==> src/rtl/cpu_mem_decode_pipe.sv <==
// Registered CPU address decoder with a 2-entry skid buffer on the output side.
// Optional OAM DMA engine: define CPU_DECODE_OAM_DMA_EN.
module cpu_mem_decode_pipe #(
    parameter int unsigned ADDR_W      = 16,
    parameter int unsigned RAM_SIZE    = 32'h0800,
    parameter int unsigned PPU_BASE    = 32'h2000,
    parameter int unsigned PPU_REGS    = 8,
    parameter int unsigned IO_BASE     = 32'h4000,
    parameter int unsigned EXROM_BASE  = 32'h4020,
    parameter int unsigned EXROM_REMAP = 32'h0800
) (
    input  logic              clk,
    input  logic              rst,
    input  logic              req_valid,
    output logic              req_ready,
    input  logic [ADDR_W-1:0] req_addr,
    input  logic              req_we,
    input  logic [7:0]        req_wdata,
    output logic              out_valid,
    input  logic              out_ready,
    output logic [ADDR_W-1:0] out_addr,
    output logic [1:0]        out_sel,
    output logic              out_we,
    output logic [7:0]        out_wdata,
    input  logic [7:0]        dma_rdata,
    input  logic              dma_rdata_valid,
    output logic              dma_active
);
    localparam logic [ADDR_W-1:0] L_RAM_MASK    = ADDR_W'(RAM_SIZE - 1);
    localparam logic [ADDR_W-1:0] L_PPU_MASK    = ADDR_W'(PPU_REGS - 1);
    localparam logic [ADDR_W-1:0] L_PPU_BASE    = ADDR_W'(PPU_BASE);
    localparam logic [ADDR_W-1:0] L_IO_BASE     = ADDR_W'(IO_BASE);
    localparam logic [ADDR_W-1:0] L_EXROM_BASE  = ADDR_W'(EXROM_BASE);
    localparam logic [ADDR_W-1:0] L_EXROM_REMAP = ADDR_W'(EXROM_REMAP);
    localparam int unsigned       ENT_W         = ADDR_W + 11;

    logic [ENT_W-1:0]  r_buf [2];
    logic [1:0]        r_count;
    logic              r_rd_ptr;
    logic              r_wr_ptr;
    logic              r_req_ready;

    logic [ADDR_W-1:0] w_src_addr;
    logic              w_src_we;
    logic [7:0]        w_src_wdata;
    logic              w_push;
    logic              w_pop;
    logic [1:0]        w_count_next;
    logic              w_ready_next;
    logic [ADDR_W-1:0] w_dec_addr;
    logic [1:0]        w_dec_sel;

    // Address classification; the ExROM subtraction wraps within ADDR_W bits.
    always_comb begin
        w_dec_sel  = 2'd0;
        w_dec_addr = w_src_addr & L_RAM_MASK;
        if (w_src_addr < L_PPU_BASE) begin
            w_dec_sel  = 2'd0;
            w_dec_addr = w_src_addr & L_RAM_MASK;
        end else if (w_src_addr < L_IO_BASE) begin
            w_dec_sel  = 2'd1;
            w_dec_addr = L_PPU_BASE + (w_src_addr & L_PPU_MASK);
        end else if (w_src_addr < L_EXROM_BASE) begin
            w_dec_sel  = 2'd2;
            w_dec_addr = w_src_addr;
        end else begin
            w_dec_sel  = 2'd0;
            w_dec_addr = w_src_addr - L_EXROM_BASE + L_EXROM_REMAP;
        end
    end

`ifdef CPU_DECODE_OAM_DMA_EN
    localparam logic [2:0] S_IDLE = 3'd0;
    localparam logic [2:0] S_RD   = 3'd1;
    localparam logic [2:0] S_WAIT = 3'd2;
    localparam logic [2:0] S_WR   = 3'd3;
    localparam logic [2:0] S_DONE = 3'd4;

    logic [2:0] r_state;
    logic [2:0] w_state_next;
    logic [7:0] r_page;
    logic [7:0] r_idx;
    logic [7:0] r_data;
    logic       w_cpu_acc;
    logic       w_dma_kick;
    logic       w_dma_push;

    assign w_cpu_acc  = req_valid & r_req_ready;
    assign w_dma_kick = w_cpu_acc & req_we & (req_addr == L_IO_BASE + ADDR_W'(8'h14));
    assign w_dma_push = ((r_state == S_RD) || (r_state == S_WR)) && (r_count != 2'd2);
    // The kicking write itself is consumed by the engine, never forwarded.
    assign w_push     = (w_cpu_acc & ~w_dma_kick) | w_dma_push;
    assign dma_active = (r_state != S_IDLE);

    always_comb begin
        w_src_addr  = req_addr;
        w_src_we    = req_we;
        w_src_wdata = req_wdata;
        if (r_state == S_RD) begin
            w_src_addr  = ADDR_W'({r_page, r_idx});
            w_src_we    = 1'b0;
            w_src_wdata = 8'h00;
        end else if (r_state == S_WR) begin
            w_src_addr  = L_PPU_BASE + ADDR_W'(4);
            w_src_we    = 1'b1;
            w_src_wdata = r_data;
        end
    end

    always_comb begin
        w_state_next = r_state;
        case (r_state)
            S_IDLE:  if (w_dma_kick) w_state_next = S_RD;
            S_RD:    if (w_dma_push) w_state_next = S_WAIT;
            S_WAIT:  if (dma_rdata_valid) w_state_next = S_WR;
            S_WR:    if (w_dma_push) w_state_next = (r_idx == 8'hFF) ? S_DONE : S_RD;
            S_DONE:  w_state_next = S_IDLE;
            default: w_state_next = S_IDLE;
        endcase
    end

    always_ff @(posedge clk or posedge rst) begin
        if (rst) begin
            r_state <= S_IDLE;
            r_page  <= 8'h00;
            r_idx   <= 8'h00;
            r_data  <= 8'h00;
        end else begin
            r_state <= w_state_next;
            if (w_dma_kick) begin
                r_page <= req_wdata;
                r_idx  <= 8'h00;
            end
            if ((r_state == S_WAIT) && dma_rdata_valid) r_data <= dma_rdata;
            if ((r_state == S_WR) && w_dma_push) r_idx <= r_idx + 8'h01;
        end
    end

    assign w_ready_next = (w_count_next != 2'd2) && (w_state_next == S_IDLE);
`else
    logic w_unused_dma;

    assign w_unused_dma = ^{dma_rdata, dma_rdata_valid};
    assign w_push       = req_valid & r_req_ready;
    assign w_src_addr   = req_addr;
    assign w_src_we     = req_we;
    assign w_src_wdata  = req_wdata;
    assign dma_active   = 1'b0;
    assign w_ready_next = (w_count_next != 2'd2);
`endif

    assign w_pop        = (r_count != 2'd0) && out_ready;
    assign w_count_next = r_count + 2'(w_push) - 2'(w_pop);

    always_ff @(posedge clk or posedge rst) begin
        if (rst) begin
            r_buf[0]    <= '0;
            r_buf[1]    <= '0;
            r_count     <= 2'd0;
            r_rd_ptr    <= 1'b0;
            r_wr_ptr    <= 1'b0;
            r_req_ready <= 1'b0;
        end else begin
            if (w_push) begin
                r_buf[r_wr_ptr] <= {w_dec_addr, w_dec_sel, w_src_we, w_src_wdata};
                r_wr_ptr        <= ~r_wr_ptr;
            end
            if (w_pop) r_rd_ptr <= ~r_rd_ptr;
            r_count     <= w_count_next;
            r_req_ready <= w_ready_next;
        end
    end

    assign req_ready = r_req_ready;
    assign out_valid = (r_count != 2'd0);
    assign {out_addr, out_sel, out_we, out_wdata} = r_buf[r_rd_ptr];
endmodule

==> config.mk <==
export PLATFORM = sky130hd
export DESIGN_NAME = cpu_mem_decode_pipe
export DESIGN_NICKNAME = d
export VERILOG_FILES = /design/src/rtl/cpu_mem_decode_pipe.sv
export SDC_FILE = /design/constraint.sdc
export NUM_CORES = 1
export LEC_CHECK = 0
export BUFFER_PORTS_ARGS = -buffer_cell sky130_fd_sc_hd__buf_2
export CORE_ASPECT_RATIO = 0.9
export CORE_MARGIN = 3
export CORE_UTILIZATION = 54
export DETAILED_ROUTE_END_ITERATION = 10
export HOLD_SLACK_MARGIN = 0.1
export PLACE_DENSITY = 0.89
export REMOVE_ABC_BUFFERS = 1
export SYNTH_ARGS = -nofsm -noshare
export SYNTH_HDL_FRONTEND = slang
export SYNTH_SLANG_ARGS = --single-unit
==> constraint.sdc <==
create_clock -name clk -period 2.65 [get_ports clk]
set_clock_uncertainty 0.15 [all_clocks]
set_input_delay 0.265 -clock clk [delete_from_list [all_inputs] [get_ports clk]]
set_output_delay 0.265 -clock clk [all_outputs]
set_load 0.05 [all_outputs]
==> results.txt <==
----------------------------------------------------
[Route]
  Number of optimization iterations in the first detailed-route pass ... 5
  Detailed-route wire length ... about 7 mm
  Violation count after the first detailed-routing iteration ... 161
  Routed wire per std cell ... ~16 um
  DRT antenna net count ... 0
  DRC ... 0
  Routed via count divided by cell count ... 5.72
  Via Count ... around 2600

[Layout]
  Fill count ... between 300 and 400
  Final Net Count ... 430
  Multi-input combinational cell area ... between 1000 and 1500 sq um
  Total inserted antenna cells ... 0
  Reg area ... roughly 1500 sq um
  Share of final-layout standard cells stronger than drive strength 1 ... between 20% and 30%
  Most common cell after layout, fill and taps aside ... nand2_1
  Layout-stage area growth over the synthesis result ... 24.6%
  Most frequent cells in the layout ... 106 x nand2_1, 59 x dfrtp_1, 57 x buf_2, 28 x mux2_2, 19 x o21ai_0

[Floorplan]
  Chip height ... ~76 um
  Placement row count ... 24
  Die Area ... roughly 6400 sq um
  Starting density of the core ... between 50% and 60%
  Boundary pin count ... ~70
  Std-Cell Core Area ... just over 5000 sq um
  Die outline width ... approximately 84 um

[CTS]
  CTS H-Tree Depth ... 3
  Buffers from clock root to sink, at most ... 2
  Clock transition at the registers of the reported paths ... around 0.060 ns
  Clock tree from TritonCTS ... yes
  Clock latency on the worst-skew pair ... around 0.34 ns
  Root buffer cell ... clkbuf_8
  Post-CTS Resized ... 0
  TritonCTS Buffers ... 9
  Num Clock Sinks ... 59
  Post-CTS setup repair buffer count ... 0

[Synthesis]
  Synth Area per Inst ... about 9.3 sq um
  Summed instance area of the synthesized netlist ... roughly 3000 sq um
  Post-synthesis register bit count ... 59
  Post-Syn Instances ... about 320
  Fraction of the yosys area taken by sequential cells ... 50.2%
  Number of library cell types mapped by synthesis ... 40
  Yosys warnings ... 0

[Global routing]
  Overall fraction of global-route tracks in use ... roughly 24%
  Antenna violations before repair ... 0
  Wire length of the first global-routing pass ... 12.3 mm
  Vias in the first global route ... 2676
  Leftover overflow at the end of global routing ... 0
  Maximum number of pins on one net before global-route repair ... 26

[Power and ir drop]
  Total power ... 5.03 mW
  Peak supply drop ... 0.000914 V
  Sequential cell fraction of total power ... 30.9%
  Psw ... roughly 2.4 mW
  Static leakage ... about 1.9 nW
  Share of power burned in combinational logic ... roughly half
  Internal power of the cells ... 2.66 mW
  Power density relative to cell area ... 1370 nW/um^2
  Clock Power Share ... between 10% and 20%
  Switching part of the total ... 47.1%

[Place]
  Placer's final routability congestion estimate ... around 0.86
  Count of input and output buffers ... 57
  Detailed-placement wirelength estimate ... 4.79 mm

[Run status]
  Outcome ... finished, final reports clean

[Worst setup path]
  Critical path capture point type ... output pin
  Worst Setup Path Type ... reg -> out
  Signal arrival time at the worst endpoint ... around 1.7 ns
  Startpoint type of the worst setup path ... flop
  Worst-path maximum fanout ... 22
  Required arrival time at the worst endpoint ... around 2.2 ns

[Timing]
  Setup TNS ... 0 ns
  Worst slew margin relative to its limit ... about 56%
  Setup repair after global routing missed its margin ... no
  Max Clk Rate ... 471 MHz
  Max-slew violation count ... 0
  Final count of negative-setup-slack endpoints ... 0
  Final critical delay including setup and external delays ... 2.12 ns
  Final hold viol count ... 0
  Share of the clock period used by the worst path ... 80.1%
  Slew of the pin with the lowest slew margin ... 0.661 ns

[Hold path]
  Class of the tightest hold or removal check ... in -> reg

[Job]
  Max Cap Viol ... 0

----------------------------------------------------
synth_stat cells (all sizes together):
cell / n / area share (%)
mux2: 28 / 11
nor2: 11 / 1.4
o31ai: 5 / 1.3
a22o: 2 / 0.60
or3b: 1 / 0.30
and3: 3 / 0.64
a211oi: 3 / 0.77
o21ai: 21 / 3.8
xnor2: 3 / 0.89
nand3b: 1 / 0.26
or2: 3 / 0.64
a31oi: 5 / 1.1
nand2: 106 / 14
nor2b: 2 / 0.43
inv: 4 / 0.51
mux2i: 1 / 0.34
and2: 1 / 0.21
dfrtp: 59 / 50
nor3: 5 / 1.0
buf: 5 / 1.1
nand3: 3 / 0.51
clkbuf: 13 / 1.7
conb: 1 / 0.13
a21boi: 2 / 0.51
or3: 2 / 0.43
xor2: 1 / 0.30
o21bai: 3 / 0.77
a21o: 3 / 0.77
ha: 3 / 1.3
o211ai: 2 / 0.51
nor3b: 1 / 0.26
o211a: 1 / 0.34
a21oi: 7 / 1.2
nand2b: 3 / 0.64
nor4: 2 / 0.94
area by class of cell:
| cell class | instances | area share (%) |
|---|---|---|
| inverter | 4 | 0.410 |
| clock inverter | 5 | 2.12 |
| tap | 65 | 2.22 |
| timing repair buffer | 80 | 13.9 |
| clock buffer | 10 | 3.76 |
| sequential | 59 | 40.3 |
| multi-input combinational | 235 | 37.3 |
what timing repair did:
action	4_1_cts	5_1_grt
hold endpoints to repair	48	0
hold buffers	15	0
setup endpoints to repair	0	0
path summary, 6_finish.rpt:
kind / start / to / slack (ns) / cells after the start
worst max-delay path: r_rd_ptr / out_addr[9] / 0.53 / 3
worst min-delay path: out_ready / r_rd_ptr / 0.12 / 3
worst max register to register: r_count[1] / req_ready / 0.58 / 8
worst min register to register: r_buf[22] / r_buf[22] / 0.33 / 2
max in group asynchronous: rst / r_buf[48] / 1.40 / 4
min in group asynchronous: rst / r_buf[0] / 0.32 / 3
flip-flops by register name (all words and copies together) (netlist names):
name and cells:
req_ready 1, r_rd_ptr 1, r_buf 54, r_wr_ptr 1, r_count 2
metal layers:
metal,wire length [um],GRT usage (%),part of all wire (%),vias to the layer above
li1,-,-,-,1218
met1,2880,28.7,40,1257
met4,173,11.3,2.4,0
met5,0,0,0,-
met2,3570,39.5,50,121
met3,585,8.76,8.1,24
power by group through the flow:
stage	combinational [mW]	sequential (mW)	clock, mW
floorplan	1.94	1.54	0
global placement	2.49	1.52	0
detailed placement	2.56	1.55	0
CTS	2.60	1.54	0.905
global route	2.77	1.60	0.947
finish	2.59	1.55	0.890
metrics by stage:
stage	worst slack, ns	std cells	hold slack, ns	utilization (%)	instance area [sq um]
3_5_place_dp	0.591	428	0.150	65.4	3300
4_1_cts	0.513	458	0.104	72.6	3660
6_report	0.526	458	0.116	72.6	3660
2_1_floorplan	0.469	298	0.220	-	2860
5_1_grt	0.440	458	0.122	72.6	3660
3_3_place_gp	0.657	428	0.144	65.4	3300
cell families (layout without fill, tap and decap cells):
| family | count (synthesis) | in the layout | share of synthesized area [%] |
|---|---|---|---|
| fa+ha+maj | 3 | 3 | 1.28 |
| mux | 29 | 29 | 11.1 |
| other cells | 1 | 1 | 0.128 |
| compound gates | 54 | 54 | 11.6 |
| flops | 59 | 59 | 50.2 |
| xor+xnor | 4 | 4 | 1.19 |
| simple gates | 144 | 144 | 21.2 |
| buf+inv | 22 | 99 | 3.32 |
worst max-delay path, cell delays in order, from the launching register on:
cell,delay (ns)
dfrtp_1,0.55
buf_12,0.23
mux2_2,0.36
buf_2,0.21
Power figures use the tool's default switching activity.
